`config.mk`:
```
export PLATFORM = sky130hd
export DESIGN_NAME = ysyx_23060096_addsub_seq_flat
export DESIGN_NICKNAME = d
export VERILOG_FILES = /design/src/rtl/ysyx_23060096_pkg.sv /design/src/rtl/ysyx_23060096_addsub_seq_if.sv /design/src/rtl/ysyx_23060096_addsub_seq_chunk_adder.sv /design/src/rtl/ysyx_23060096_addsub_seq.sv /design/src/flat_wrapper.sv
export SDC_FILE = /design/constraint.sdc
export NUM_CORES = 1
export LEC_CHECK = 0
export CORE_ASPECT_RATIO = 0.6
export CORE_MARGIN = 4
export CORE_UTILIZATION = 45
export CTS_BUF_LIST = sky130_fd_sc_hd__clkbuf_4
export CTS_CLUSTER_SIZE = 24
export DETAILED_ROUTE_END_ITERATION = 16
export PLACE_DENSITY_LB_ADDON = 0.12
export SYNTH_ARGS = -nofsm -noshare
export SYNTH_HDL_FRONTEND = slang
export SYNTH_HIERARCHICAL = 1
export SYNTH_SLANG_ARGS = --single-unit
```
`constraint.sdc`:
```
create_clock -name clk -period 6.58 [get_ports clk]
set_input_delay 1.974 -clock clk [delete_from_list [all_inputs] [get_ports clk]]
set_output_delay 1.974 -clock clk [all_outputs]
set_load 0.005 [all_outputs]
```
`src/rtl/ysyx_23060096_pkg.sv`:
```
// Shared definitions for the ysyx_23060096 add/subtract unit.
//   OP_ADD/OP_SUB/OP_ADC/OP_SBC : 2-bit opcodes. Bit 0 selects subtract
//                                 (invert B). Bit 1 selects carry-chained
//                                 operation (carry-in from the previous op).
//   state_t                     : sequencer states, also exported for debug.
package ysyx_23060096_pkg;

  localparam logic [1:0] OP_ADD = 2'b00;
  localparam logic [1:0] OP_SUB = 2'b01;
  localparam logic [1:0] OP_ADC = 2'b10;
  localparam logic [1:0] OP_SBC = 2'b11;

  typedef enum logic [1:0] {
    IDLE = 2'd0,
    BUSY = 2'd1,
    DONE = 2'd2
  } state_t;

endpackage

```
`src/rtl/ysyx_23060096_addsub_seq_if.sv`:
```
// Operand/result bus of the add/subtract unit.
//   in_valid/in_ready   : operand handshake (master -> unit)
//   in_a, in_b          : WIDTH-bit operands
//   in_op, in_sat       : opcode and signed-saturation enable
//   out_valid/out_ready : result handshake (unit -> master)
//   out_result          : WIDTH-bit result
//   out_zero/neg/overflow/carry : result flags
//
// Handshake rule for both directions: a transfer happens on a rising clock
// edge where valid && ready are both high. The sender keeps its payload
// stable while valid is high and ready is low; ready may be asserted
// regardless of valid.
interface ysyx_23060096_addsub_seq_if #(
  parameter int WIDTH = 32
);
  logic             in_valid;
  logic             in_ready;
  logic [WIDTH-1:0] in_a;
  logic [WIDTH-1:0] in_b;
  logic [1:0]       in_op;
  logic             in_sat;
  logic             out_valid;
  logic             out_ready;
  logic [WIDTH-1:0] out_result;
  logic             out_zero;
  logic             out_neg;
  logic             out_overflow;
  logic             out_carry;

  modport master (
    output in_valid, in_a, in_b, in_op, in_sat, out_ready,
    input  in_ready, out_valid, out_result, out_zero, out_neg,
           out_overflow, out_carry
  );

  modport slave (
    input  in_valid, in_a, in_b, in_op, in_sat, out_ready,
    output in_ready, out_valid, out_result, out_zero, out_neg,
           out_overflow, out_carry
  );
endinterface

```
`src/rtl/ysyx_23060096_addsub_seq_chunk_adder.sv`:
```
// Combinational CHUNK-bit adder slice, reused every cycle by the sequencer.
//   a, b : CHUNK-bit addends
//   cin  : carry in
//   sum  : CHUNK-bit sum
//   cout : carry out of the slice MSB
module ysyx_23060096_chunk_adder #(
  parameter int CHUNK = 8
) (
  input  logic [CHUNK-1:0] a,
  input  logic [CHUNK-1:0] b,
  input  logic             cin,
  output logic [CHUNK-1:0] sum,
  output logic             cout
);
  assign {cout, sum} = {1'b0, a} + {1'b0, b} + {{CHUNK{1'b0}}, cin};
endmodule

```
`src/rtl/ysyx_23060096_addsub_seq.sv`:
```
// Multi-cycle add/subtract unit. Processes one CHUNK-bit slice per cycle,
// supports ADD/SUB/ADC/SBC with a carry register chained between operations,
// and optional clamping to the signed range on overflow.
//   clk, rst     : clock (rising edge), asynchronous active-high reset
//   bus (slave)  : operand/result handshakes, result and flags
//   dbg_state_o  : current sequencer state
//   dbg_carry_o  : carry register (carry out of the last completed op)
module ysyx_23060096_addsub_seq
  import ysyx_23060096_pkg::*;
#(
  parameter int WIDTH = 32,
  parameter int CHUNK = 8
) (
  input  logic                       clk,
  input  logic                       rst,
  ysyx_23060096_addsub_seq_if.slave  bus,
  output state_t                     dbg_state_o,
  output logic                       dbg_carry_o
);

  localparam int NCHUNK = WIDTH / CHUNK;
  localparam int IDXW   = (NCHUNK > 1) ? $clog2(NCHUNK) : 1;
  localparam logic [WIDTH-1:0] SMIN = {1'b1, {(WIDTH-1){1'b0}}};
  localparam logic [WIDTH-1:0] SMAX = ~SMIN;

  if (CHUNK < 1 || WIDTH < CHUNK || (WIDTH % CHUNK) != 0) begin : g_bad_params
    $error("ysyx_23060096_addsub_seq: WIDTH must be a non-zero multiple of CHUNK");
  end

  state_t            state_q, state_d;
  logic [WIDTH-1:0]  a_q;
  logic [WIDTH-1:0]  b_q;        // B already inverted for subtract
  logic [WIDTH-1:0]  res_q, res_d;
  logic              run_c_q;    // carry rippling between slices
  logic              sat_q;
  logic [IDXW-1:0]   idx_q;
  logic              carry_q;
  logic              zero_q, neg_q, ovf_q;

  logic              accept;
  logic              last_chunk;
  logic              cin_sel;
  logic [CHUNK-1:0]  a_sl, b_sl, sum_sl;
  logic              cout_sl;
  logic              ovf_d;
  logic [WIDTH-1:0]  final_res;

  assign accept     = bus.in_valid && bus.in_ready;
  assign last_chunk = (int'(idx_q) == NCHUNK - 1);

  // Initial carry: 0 for ADD, 1 for SUB (two's complement), chained for ADC/SBC.
  always_comb begin
    cin_sel = 1'b0;
    case (bus.in_op)
      OP_ADD:         cin_sel = 1'b0;
      OP_SUB:         cin_sel = 1'b1;
      OP_ADC, OP_SBC: cin_sel = carry_q;
      default:        cin_sel = 1'b0;
    endcase
  end

  assign a_sl = a_q[int'(idx_q)*CHUNK +: CHUNK];
  assign b_sl = b_q[int'(idx_q)*CHUNK +: CHUNK];

  ysyx_23060096_chunk_adder #(.CHUNK(CHUNK)) u_chunk_adder (
    .a    (a_sl),
    .b    (b_sl),
    .cin  (run_c_q),
    .sum  (sum_sl),
    .cout (cout_sl)
  );

  // Result register with the current slice merged in; on the last slice this
  // is the complete raw sum used for the flags.
  always_comb begin
    res_d = res_q;
    res_d[int'(idx_q)*CHUNK +: CHUNK] = sum_sl;
  end

  assign ovf_d     = (a_q[WIDTH-1] == b_q[WIDTH-1]) && (res_d[WIDTH-1] != a_q[WIDTH-1]);
  assign final_res = (sat_q && ovf_d) ? (a_q[WIDTH-1] ? SMIN : SMAX) : res_d;

  // ---------------- sequencer ----------------
  always_ff @(posedge clk or posedge rst) begin
    if (rst) state_q <= IDLE;
    else     state_q <= state_d;
  end

  always_comb begin
    state_d = state_q;
    case (state_q)
      IDLE:    if (accept) state_d = BUSY;
      BUSY:    if (last_chunk) state_d = DONE;
      DONE:    if (bus.out_ready) state_d = IDLE;
      default: state_d = IDLE;
    endcase
  end

  // ---------------- datapath ----------------
  always_ff @(posedge clk or posedge rst) begin
    if (rst) begin
      a_q     <= '0;
      b_q     <= '0;
      res_q   <= '0;
      run_c_q <= 1'b0;
      sat_q   <= 1'b0;
      idx_q   <= '0;
      carry_q <= 1'b0;
      zero_q  <= 1'b0;
      neg_q   <= 1'b0;
      ovf_q   <= 1'b0;
    end else begin
      case (state_q)
        IDLE: begin
          if (accept) begin
            a_q     <= bus.in_a;
            b_q     <= bus.in_b ^ {WIDTH{bus.in_op[0]}};
            sat_q   <= bus.in_sat;
            run_c_q <= cin_sel;
            idx_q   <= '0;
          end
        end
        BUSY: begin
          run_c_q <= cout_sl;
          idx_q   <= idx_q + 1'b1;
          if (last_chunk) begin
            res_q   <= final_res;
            carry_q <= cout_sl;
            ovf_q   <= ovf_d;
            zero_q  <= (final_res == '0);
            neg_q   <= final_res[WIDTH-1];
          end else begin
            res_q   <= res_d;
          end
        end
        default: ;
      endcase
    end
  end

  assign bus.in_ready     = (state_q == IDLE);
  assign bus.out_valid    = (state_q == DONE);
  assign bus.out_result   = res_q;
  assign bus.out_zero     = zero_q;
  assign bus.out_neg      = neg_q;
  assign bus.out_overflow = ovf_q;
  assign bus.out_carry    = carry_q;

  assign dbg_state_o = state_q;
  assign dbg_carry_o = carry_q;

endmodule

```
`src/flat_wrapper.sv`:
```
// flat-port wrapper written by rule: the top's interface ports become plain ports
module ysyx_23060096_addsub_seq_flat import ysyx_23060096_pkg::*;
#(
  parameter int WIDTH = 32,
  parameter int CHUNK = 8
)
  (clk, rst, dbg_state_o, dbg_carry_o, bus_in_valid, bus_in_a, bus_in_b, bus_in_op, bus_in_sat, bus_out_ready, bus_in_ready, bus_out_valid, bus_out_result, bus_out_zero, bus_out_neg, bus_out_overflow, bus_out_carry);
  ysyx_23060096_addsub_seq_if #(.WIDTH(WIDTH)) bus_i ();
  input  logic clk;
  input  logic rst;
  output state_t dbg_state_o;
  output logic dbg_carry_o;
  input wire logic [$bits(bus_i.in_valid)-1:0] bus_in_valid;
  input wire logic [$bits(bus_i.in_a)-1:0] bus_in_a;
  input wire logic [$bits(bus_i.in_b)-1:0] bus_in_b;
  input wire logic [$bits(bus_i.in_op)-1:0] bus_in_op;
  input wire logic [$bits(bus_i.in_sat)-1:0] bus_in_sat;
  input wire logic [$bits(bus_i.out_ready)-1:0] bus_out_ready;
  output wire logic [$bits(bus_i.in_ready)-1:0] bus_in_ready;
  output wire logic [$bits(bus_i.out_valid)-1:0] bus_out_valid;
  output wire logic [$bits(bus_i.out_result)-1:0] bus_out_result;
  output wire logic [$bits(bus_i.out_zero)-1:0] bus_out_zero;
  output wire logic [$bits(bus_i.out_neg)-1:0] bus_out_neg;
  output wire logic [$bits(bus_i.out_overflow)-1:0] bus_out_overflow;
  output wire logic [$bits(bus_i.out_carry)-1:0] bus_out_carry;
  assign bus_i.in_valid = bus_in_valid;
  assign bus_i.in_a = bus_in_a;
  assign bus_i.in_b = bus_in_b;
  assign bus_i.in_op = bus_in_op;
  assign bus_i.in_sat = bus_in_sat;
  assign bus_i.out_ready = bus_out_ready;
  assign bus_in_ready = bus_i.in_ready;
  assign bus_out_valid = bus_i.out_valid;
  assign bus_out_result = bus_i.out_result;
  assign bus_out_zero = bus_i.out_zero;
  assign bus_out_neg = bus_i.out_neg;
  assign bus_out_overflow = bus_i.out_overflow;
  assign bus_out_carry = bus_i.out_carry;
  ysyx_23060096_addsub_seq #(.WIDTH(WIDTH), .CHUNK(CHUNK)) u_core (.clk(clk), .rst(rst), .bus(bus_i), .dbg_state_o(dbg_state_o), .dbg_carry_o(dbg_carry_o));
endmodule
```
==> metrics.cfg <==
[outcome]
status = finished, final reports clean

[floorplanning]
io_pins = 112
dieHeight_um = 95.3
rows = 31
die_width_um = 154
placeableCoreArea_sq_um = 12300
start_util_pct = 46.7
die-area_sq_um = 14600

[global_route]
met1_usage_pct = 34.8
first_global_vias = 4402
gr-usage-met3_pct = 7.21
grt_overflow_total = 0
antenna_found_initial = 1
busiest_layer = met1
grt_pass1_wl_mm = 24.4
grt_usage_pct = 21.3
grt_util_met2_pct = 26.3
grt_max_degree = 102

[drt]
viasPerCell = 5.61
vias = 4705
drt_iter0_drc = 536
firstDrtPassIters = 6
detail-route-antenna-nets = 0
wl_mm = 15.4
drc = 0
wl_per_cell_um = 18.3

[critical_path]
reg2reg_to = u_core/bus.out_result[29]
crit_chain = buf_4 -> mux4_2 -> ha_1 -> a2111oi_0 -> mux2i_1 -> nand2_1 -> nor4bb_4 -> a211o_1 -> a21o_1 -> and3_1 -> a221o_1
crit_required_ns = 7.00
startpoint = u_core/idx_q[0]
worstSetupPathType = flip-flop to flip-flop
cp-end-kind = flip-flop
crit_cells = 11
crit_end = u_core/bus.out_result[29]
r2r_cells = 11
path_buf_inv = 1
critPathSlowestCell = dfrtp_1
slowest_delay_ns = 1.00
worst-r2r-setup-slack_ns = 1.59
crit_arrival_ns = 5.41
start_kind = flip-flop
crit_path_max_fanout = 20
crit_family = compound AO/OA/AOI/OAI gates
reg2reg_from = u_core/idx_q[0]

[cts]
postCtsSetupBuffers = 0
cts.sinks = 106
clock-root-buffer = clkbuf_4
cts_buffers = 9
ctsResizeCount = 0
path_clk_slew_ns = 0.16
worst_skew_pair.late_latency_ns = 0.47
holdBufCountCts = 0
htree_num_levels = 3
clockBufferDepth = 2
tritoncts = done

[logic_synthesis]
synthCells = 587
synth_sequential_area_ratio_pct = 46.4
syn-num-nets = 673
synth_ff_type = dfrtp_1
syn_area_per_cell_sq_um = 9.74
yosys-top-cells-area = dfrtp_1 46%, nand2_1 10%, mux4_2 6.3%, xnor2_1 5.2%, o21ai_0 3.7%
synth_top_area_share_pct = 46.4
yosysMostFrequentCell = nand2_1
synth-seq-cells = 106
async_flop_share_pct = 100
synthTopCellsByCount = 158 x nand2_1, 106 x dfrtp_1, 42 x o21ai_0
synth_cell_types = 61
yosysTopAreaCell = dfrtp_1
synth-edff-count = 0
synth_area_sq_um = 5720
synth_warnings = 6

[worst_hold_path]
holdCritStartpoint = u_core/a_q[17]
hold_path.class = flip-flop to flip-flop

[final_layout]
fin_area_sq_um = 7040
nets = 754
area_delta_synth_final_pct = 23.0
drive_gt1_share_pct = 7.13

[timing]
tightest_slew_ns = 1.32
finalCriticalPeriod_ns = 4.99
finalSetupViolCount = 0
rsz0062_at_grt = no
final_hold_viol_count = 0
finalCritPeriodShare_pct = 75.8
clock_skew_ns = 0.0178
setup_ws_ns = 1.59
hold_ws_ns = 0.491
maxSlewHeadroom_pct = 12.1
fmax_mhz = 200
fin_setup_tns_ns = 0
drv_slew = 0

[place]
finalWeightedCongestion = 0.888
dp_hpwl_mm = 11.2
placed_cell_area_sq_um = 6870
pre_cts_slack_ns = 1.69
io_buffers = 111

[pwr]
peakVddDrop_uv = 339
power_leakage_nw = 3.02
powerDensity_nw_per_um2 = 567

[job]
maxCapViolations = 0

## how the worst min path moves through the flow
stage | slack [ns] | end | depth (start not counted)
6_report | 0.49 | u_core/a_q[17] | 2
5_1_grt | 0.51 | u_core/a_q[30] | 2
4_1_cts | 0.50 | u_core/a_q[17] | 2
3_5_place_dp | 0.46 | u_core/a_q[25] | 2
3_3_place_gp | 0.45 | u_core/a_q[24] | 2
2_1_floorplan | 0.44 | u_core/a_q[16] | 2
## worst reg2reg max path, stage by stage, from the launching register on
cell,delay [ns]
dfrtp_1,1.00
buf_4,0.35
mux4_2,0.53
ha_1,0.38
a2111oi_0,0.42
mux2i_1,0.14
nand2_1,0.25
nor4bb_4,0.47
a211o_1,0.23
a21o_1,0.57
and3_1,0.42
a221o_1,0.21
## metrics by stage
stage	power [mW]	utilization (%)	std cells
2_1_floorplan	2.73	-	587
3_3_place_gp	3.49	56.0	822
3_5_place_dp	3.54	56.0	822
4_1_cts	3.93	57.4	838
5_1_grt	4.25	57.4	839
6_report	3.99	57.4	839
## sequential cells by signal (all words and copies together) (netlist names)
| name | flops |
|---|---|
| u_core/dbg_state_o | 2 |
| u_core/run_c_q | 1 |
| u_core/sat_q | 1 |
| u_core/bus.out_zero | 1 |
| u_core/a_q | 32 |
| u_core/bus.out_carry | 1 |
| u_core/bus.out_overflow | 1 |
| u_core/bus.out_neg | 1 |
| u_core/idx_q | 2 |
| u_core/bus.out_result | 32 |
| u_core/b_q | 32 |
## routing by layer
| layer | vias up | routed length, um |
|---|---|---|
| met5 | - | 0 |
| met3 | 23 | 1730 |
| li1 | 2242 | - |
| met4 | 0 | 174 |
| met2 | 230 | 5880 |
| met1 | 2210 | 7580 |
## power by group
group | internal (mW) | leakage (nW) | total [mW] | switching [mW]
logic | 0.970 | 1.58 | 2.41 | 1.44
registers | 0.939 | 1.35 | 1.21 | 0.266
clock network | 0.159 | 0.0830 | 0.377 | 0.218
## layout by cell type, fill, tap and decap left out, types with 3 or more instances in the layout
master,instances
o2bb2ai_1,16
nand2_1,157
nor4_1,6
ha_1,13
a31oi_1,17
nand2b_1,3
o21ai_0,42
a211oi_1,3
nor3_1,5
buf_4,4
a21oi_1,24
clkdlybuf4s50_1,110
dfrtp_1,106
a221o_1,7
xnor2_1,34
nand3_1,4
a21o_1,6
mux4_2,16
o22a_1,6
o22ai_1,5
clkbuf_4,10
nor2_1,8
inv_1,7
nand3b_1,3
nor2b_1,5
## kinds of logic (layout without fill, tap and decap cells)
| kind of cell | Yosys count | after routing | synth area share (%) |
|---|---|---|---|
| buffers and inverters | 54 | 140 | 4.05 |
| other | 0 | 1 | 0 |
| adder cells (fa/ha/maj) | 15 | 15 | 3.54 |
| multiplexers | 19 | 19 | 6.85 |
| AO/OA/AOI/OAI | 148 | 148 | 17.2 |
| AND/OR/NAND/NOR | 209 | 209 | 16.5 |
| flip-flops | 106 | 106 | 46.4 |
| XOR/XNOR | 36 | 36 | 5.51 |
## final cells by class
cell class / instances / area [sq um]
inverter: 9 / 36.3
timing repair buffer: 115 / 1140
fill: 1074 / 5220
sequential: 106 / 2650
clock buffer: 10 / 75.1
tap: 165 / 206
antenna: 1 / 2.50
clock inverter: 6 / 88.8
multi-input combinational: 427 / 2840
Note: power is estimated with default switching activity, not from simulation.
